`src/rtl/ps2_keyboard_rx.sv`:
```
// rtl/ps2_keyboard_rx.sv - PS/2 keyboard receiver: sync/filter, 11-bit frame decode, E0/F0 prefix folding
module ps2_keyboard_rx #(
    parameter int FILTER_LEN     = 8,
    parameter int TIMEOUT_CYCLES = 100_000
) (
    input  logic       clk,
    input  logic       reset,
    input  logic       ps2_clk,
    input  logic       ps2_data,
    output logic [7:0] keycode,
    output logic       key_make,
    output logic       key_ext,
    output logic       key_valid,
    output logic       frame_err
);

    localparam int FW = $clog2(FILTER_LEN + 1);
    localparam int TW = $clog2(TIMEOUT_CYCLES + 1);
    localparam logic [FW-1:0] FILT_LAST = FW'(FILTER_LEN - 1);
    localparam logic [TW-1:0] TMO_MAX   = TW'(TIMEOUT_CYCLES);

    typedef enum logic [1:0] {IDLE, DATA, PARITY, STOP} state_t;

    state_t        state_q, state_d;
    logic [1:0]    clk_sync, data_sync;
    logic          filt_q, filt_d;
    logic [FW-1:0] filt_cnt;
    logic          fall, data_s;
    logic [7:0]    shift_q;
    logic [2:0]    bit_cnt;
    logic          parity_q;
    logic [TW-1:0] tmo_cnt;
    logic          timeout_hit;
    logic          frame_ok, frame_bad;
    logic          pend_ext, pend_brk;

    always_ff @(posedge clk or posedge reset) begin
        if (reset) begin
            clk_sync  <= 2'b11;
            data_sync <= 2'b11;
        end else begin
            clk_sync  <= {clk_sync[0], ps2_clk};
            data_sync <= {data_sync[0], ps2_data};
        end
    end

    // Filtered level only moves after FILTER_LEN consecutive disagreeing samples
    always_ff @(posedge clk or posedge reset) begin
        if (reset) begin
            filt_q   <= 1'b1;
            filt_d   <= 1'b1;
            filt_cnt <= '0;
        end else begin
            filt_d <= filt_q;
            if (clk_sync[1] != filt_q) begin
                if (filt_cnt == FILT_LAST) begin
                    filt_q   <= clk_sync[1];
                    filt_cnt <= '0;
                end else begin
                    filt_cnt <= filt_cnt + 1'b1;
                end
            end else begin
                filt_cnt <= '0;
            end
        end
    end

    assign fall        = filt_d & ~filt_q;
    assign data_s      = data_sync[1];
    assign timeout_hit = (state_q != IDLE) && !fall && (tmo_cnt == TMO_MAX);

    always_ff @(posedge clk or posedge reset) begin
        if (reset) state_q <= IDLE;
        else       state_q <= state_d;
    end

    always_comb begin
        state_d = state_q;
        if (timeout_hit) begin
            state_d = IDLE;
        end else if (fall) begin
            case (state_q)
                IDLE:    if (!data_s) state_d = DATA;
                DATA:    if (bit_cnt == 3'd7) state_d = PARITY;
                PARITY:  state_d = STOP;
                STOP:    state_d = IDLE;
                default: state_d = IDLE;
            endcase
        end
    end

    // Odd parity: data bits plus parity bit must XOR to 1
    always_comb begin
        frame_ok  = 1'b0;
        frame_bad = 1'b0;
        if (state_q == STOP && fall) begin
            if (data_s && (^shift_q ^ parity_q)) frame_ok  = 1'b1;
            else                                 frame_bad = 1'b1;
        end
    end

    always_ff @(posedge clk or posedge reset) begin
        if (reset) begin
            shift_q  <= '0;
            bit_cnt  <= '0;
            parity_q <= 1'b0;
            tmo_cnt  <= '0;
        end else begin
            if (state_q == IDLE || fall || timeout_hit) tmo_cnt <= '0;
            else                                        tmo_cnt <= tmo_cnt + 1'b1;
            if (fall) begin
                case (state_q)
                    IDLE:    bit_cnt <= '0;
                    DATA: begin
                        shift_q <= {data_s, shift_q[7:1]};
                        bit_cnt <= bit_cnt + 1'b1;
                    end
                    PARITY:  parity_q <= data_s;
                    default: ;
                endcase
            end
        end
    end

    always_ff @(posedge clk or posedge reset) begin
        if (reset) begin
            keycode   <= 8'h00;
            key_make  <= 1'b0;
            key_ext   <= 1'b0;
            key_valid <= 1'b0;
            frame_err <= 1'b0;
            pend_ext  <= 1'b0;
            pend_brk  <= 1'b0;
        end else begin
            key_valid <= 1'b0;
            frame_err <= frame_bad | timeout_hit;
            if (frame_bad || timeout_hit) begin
                pend_ext <= 1'b0;
                pend_brk <= 1'b0;
            end else if (frame_ok) begin
                if (shift_q == 8'hE0) begin
                    pend_ext <= 1'b1;
                end else if (shift_q == 8'hF0) begin
                    pend_brk <= 1'b1;
                end else begin
                    keycode   <= shift_q;
                    key_ext   <= pend_ext;
                    key_make  <= ~pend_brk;
                    key_valid <= 1'b1;
                    pend_ext  <= 1'b0;
                    pend_brk  <= 1'b0;
                end
            end
        end
    end

endmodule

```
`config.mk`:
```
export PLATFORM = sky130hd
export DESIGN_NAME = ps2_keyboard_rx
export DESIGN_NICKNAME = d
export VERILOG_FILES = /design/src/rtl/ps2_keyboard_rx.sv
export SDC_FILE = /design/constraint.sdc
export NUM_CORES = 1
export LEC_CHECK = 0
export CORE_UTILIZATION = 45
export CTS_BUF_LIST = sky130_fd_sc_hd__clkbuf_2
export DETAILED_ROUTE_END_ITERATION = 7
export PLACE_DENSITY_LB_ADDON = 0.05
export SKIP_CTS_REPAIR_TIMING = 1
export SYNTH_ARGS = -nofsm -noshare
export SYNTH_HDL_FRONTEND = slang
export SYNTH_SLANG_ARGS = --single-unit
```
`constraint.sdc`:
```
create_clock -name clk -period 1.9 [get_ports clk]
set_clock_uncertainty 0.1 [all_clocks]
set_input_delay 0.38 -clock clk [delete_from_list [all_inputs] [get_ports clk]]
set_output_delay 0.38 -clock clk [all_outputs]
set_load 0.01 [all_outputs]
```
# Yosys cells after proc, flatten, opt, wreduce, memory -nomap -nowiden
# Index checks and enable logic that the tools add are counted.
# op_classes
n_addsub	3
n_eq_ne	13
n_mux	25
bitwise_logic	8
n_reduce_logical	22
# op_table
op	n
adder 17 x 1 -> 17 bit (second input constant)	1
== test 17 bit (second input constant)	1
two-way mux 17 bit	1
== test 8 bit (second input constant)	2
two-way mux 1 bit	16
AND reduction 2 bit	6
inequality test 3 bit (second input constant)	3
two-way mux 2 bit	4
two-way mux 4 bit	2
case mux 2 bit (4 select lines)	1
nonzero test 2 bit	4
parity 8 bit	1
case mux 3 bit (2 select lines)	1
NOT 1 bit	5
adder 4 x 1 -> 4 bit (second input constant)	1
== test 2 bit (second input constant)	2
== test 4 x 3 -> 1 bit (second input constant)	1
logical AND 1 bit	4
AND reduction 4 bit	1
adder 3 x 1 -> 3 bit (second input constant)	1
== test 3 bit (second input constant)	1
logical OR 1 bit	3
AND reduction 3 bit	1
== test 2 x 1 -> 1 bit (second input constant)	1
7 further kinds	7
# totals
reg_bits	55
inputBits	4
out_inout_bits	12

# Depth between registers and ports, before layout
# depth
depth_word	8
ltp_mapped	7

# Worst setup path before layout
# Ideal clock, no wire load.
# synth_timing
path_kind	register to register
start	register shift_q[4]
end	register key_ext
setup_time_ns	0.125
arrival_ns	1.875
setup_slack_ns	-0.200
path_stages_with_launch	8
synth_period_minus_slack_ns	2.100
cell_sequence	dfrtp_1 inv_1 ha_1 xnor3_2 xnor2_4 nand3_2 buf_6 mux2_4
# synth_via
elab_chain_cells	8
word_cells_on_any_way	14
# synth_rtl
item	line	text
from (decl)	29	logic [7:0] shift_q;
from (signal assigned)	115	shift_q <= {data_s, shift_q[7:1]};
parity 8 bit	97	if (data_s && (^shift_q ^ parity_q)) frame_ok = 1'b1;
bitwise XOR 1 bit	97	
logical AND 1 bit	97	
two-way mux 1 bit	97	
two-way mux 1 bit	96	if (state_q == STOP && fall) begin
logical OR 1 bit	137	if (frame_bad || timeout_hit) begin
NOT 1 bit (no line)	n/a	
AND reduction 4 bit (no line) (*)	n/a	
to (signal assigned)	147	key_ext <= pend_ext;
to (decl)	12	output logic key_ext,
# Every way passes the cells marked *; elsewhere a longest branch is shown, timed or not.
# A chain may end at the register's enable or synchronous reset.

# Worst setup path in the final report
# layout_timing
start	register shift_q[5]
end	register key_make
# layout_via
elab_chain_cells	8
word_cells_on_any_way	14
# layout_rtl
item	line	text
parity 8 bit	97	
bitwise XOR 1 bit	97	
logical AND 1 bit	97	
two-way mux 1 bit	97	
two-way mux 1 bit	96	
logical OR 1 bit	137	
NOT 1 bit (no line)	n/a	
AND reduction 4 bit (no line) (*)	n/a	
to (signal assigned)	148	key_make <= ~pend_brk;
to (decl)	11	output logic key_make,
# Marked as above.

==> flow_metrics.tcl <==
set metrics [dict create \
    pwr-share-seq 0.459 \
    p_switching_w 0.00116 \
    portBuffers 15 \
    antenna_found_initial 0 \
    hold_path.class "primary input to async pin" \
    die-area_um2 6260 \
    mostFrequentLayoutCells "dfrtp_1 (49), buf_4 (25), nor2_1 (22)" \
    cp.arrival_ns 2.39 \
    critPathLaunchType "flip-flop" \
    worstSetupStartpoint "shift_q[5]$_DFFE_PP0P_" \
    mostFrequentLayoutCell "dfrtp_1" \
    post-route-drc-count 0 \
    die_y_um 79.1 \
    power_w 0.00332 \
    h-tree-depth 2 \
    hold_viol 0 \
    period_minus_slack_ns 2.14 \
    synth_nets 245 \
    cp_slowest_cell "dfrtp_1" \
    row_count 27 \
    max_freq_mhz 467 \
    cts_tree "done" \
    grt_pass1_wl_um 8260 \
    ys_seq_elements 55 \
    seqCellArea_um2 1380 \
    switching_share 0.350 \
    syn_area_um2 2680 \
    setup_viol 13 \
    avgSynthCellArea_um2 11.8 \
    tightest_slew_ns 0.397 \
    cellPowerDensity_nw_per_um2 1030 \
    ys_types 45 \
    io-pin-count 16 \
    pwr-share-comb 0.414 \
    slowest_delay_ns 0.48 \
    p_int_w 0.00216 \
    clk_latency_ns 0.43 \
    path_cells "ha_4 > xnor3_2 > xnor2_4 > nand3_4 > clkbuf_16 > mux2_4" \
    numCtsBuffers 5 \
    path_class "flip-flop to flip-flop" \
    track_usage 0.171 \
    status "finished with violations" \
    initial_core_util 0.477 \
    fin_crit_sh 1.13 \
    pwr-share-clk 0.127 \
    fin_ws_ns -0.244 \
    routed_wl_um 4800 \
    grt-ovfl-total 0 \
    via_count 1779 \
    ys_seq_area_frac 0.517 \
    crit_path_max_fanout 5 \
    critPathCaptureType "flip-flop" \
    rsz0062_at_grt "yes" \
    ys.flop_type "dfrtp_1" \
    fin_hold_ws_ns 0.170 \
    grt_max_degree 56 \
    rr_startpoint "shift_q[5]$_DFFE_PP0P_" \
    dr.first_iter.drc_count 74 \
    leakagePower_nw 1.74 \
    max_slew_margin 0.733 \
    coreArea_um2 5610 \
    fin_nets 290 \
    firstDrtPassIters 4 \
    yosys_warnings 0 \
    synth_edf_count 0 \
    clk_pin_slew_ns 0.26 \
    async_reset_ff_frac 1.00 \
    num_antenna_cells 0 \
    maxCapViolCount 0 \
    viasPerCell 5.17 \
    synthCells 227 \
    syn_to_final_growth_pct 20.6 \
    n_fill_cell 518 \
    place_congestion 0.776 \
    cts_root_buf "clkbuf_2" \
    cts_buffer_depth 2 \
    ant_nets 0 \
    grt_pass1_vias 1785 \
    wl_per_cell_um 14.0 \
    cts_sinks 55 \
    violations "setup timing" \
    drive_above_1_share 0.257 \
    dp_hpwl_um 3260 \
    fin_cells 344 \
    slew_viol_final 0 \
    ir_worst_vdd_uv 731 \
    fp.dieW_um 79.1 \
    dp.cells 325 \
    required_ns 2.15 \
    multiInputGateArea_um2 1210 \
]
[synthesized netlist by cell type, types with 3 or more instances]
library cell	count	area (um2)
xor2_1	4	35.0
dfrtp_1	49	1230
nor4_1	6	37.5
nand2_1	15	56.3
and3_1	3	18.8
o211ai_1	3	22.5
o21ai_1	4	20.0
xnor2_1	13	114
nor2_1	22	82.6
ha_1	14	175
dfstp_2	6	158
o21ai_0	4	20.0
nand3_1	11	55.1
nand4_1	7	43.8
mux2_2	5	56.3
inv_1	14	52.6
nor3_1	3	15.0
mux2_4	9	135
[layout make-up]
class,count,share of cell area
Clock buffer,5,0.00775
Clock inverter,2,0.00271
Inverter,15,0.0174
Multi-Input combinational cell,150,0.375
Sequential cell,55,0.429
Tap cell,72,0.0279
Timing Repair Buffer,45,0.141
[flip-flops by register name, summed over array words and instances (netlist names)]
register	flops
tmo_cnt	17
keycode	8
shift_q	8
filt_cnt	4
bit_cnt	3
clk_sync	2
data_sync	2
state_q	2
filt_d	1
filt_q	1
frame_err	1
key_ext	1
key_make	1
key_valid	1
parity_q	1
pend_brk	1
pend_ext	1
[metrics by stage]
stage | setup TNS, ns | worst slack (ns) | area [um2] | utilization
after floorplan | -1.86 | -0.200 | 2680 | -
after global placement | -1.29 | -0.140 | 3010 | 0.537
after detailed placement | -2.05 | -0.202 | 3010 | 0.537
after CTS | -2.69 | -0.235 | 3050 | 0.543
after global routing | -3.30 | -0.274 | 3230 | 0.576
final | -2.71 | -0.244 | 3230 | 0.576
[cells by family (layout without fill, tap and decap cells)]
family,count (synthesis),in the layout,share of synthesized area
simple gates,80,80,0.159
flops,55,55,0.517
buf+inv,22,67,0.0453
compound gates,20,20,0.0486
xor+xnor,20,20,0.0850
mux,16,16,0.0799
fa+ha+maj,14,14,0.0654
[worst max-delay path, delay by kind of cell (launching register included)]
family	cells	cell delay, ns
DFF	1	0.48
and+or+nand+nor	1	0.13
xor gates and xnor gates	2	0.63
buffers and inverters	1	0.19
muxes	1	0.29
adders and majority gates	1	0.25
[power by group through the flow]
stage	clock network [W]	logic (W)	registers (W)
final	0.000422	0.00138	0.00152
after global routing	0.000495	0.00153	0.00156
after CTS	0.000452	0.00122	0.00152
after detailed placement	0	0.00121	0.00155
after global placement	0	0.00119	0.00154
after floorplan	0	0.000839	0.00152
[routing by layer]
metal / track usage / share of wire
met5: 0 / 0
met4: 0.0491 / 0.0075
met3: 0.0414 / 0.026
met2: 0.266 / 0.48
met1: 0.238 / 0.49
[path summary, 6_finish.rpt]
kind,cells past startpoint,slack (ns),end
setup reg to reg,6,-0.24,key_make$_DFFE_PP0P_
hold / removal,3,0.17,pend_ext$_DFFE_PP0P_
min in group clk,1,0.24,data_sync[0]$_DFF_PP1_
hold reg to reg,0,0.27,clk_sync[1]$_DFF_PP1_
setup / recovery,6,-0.24,key_make$_DFFE_PP0P_
max in group asynchronous,3,1.21,filt_q$_DFFE_PP1P_
(Power assumes the default switching activity.)
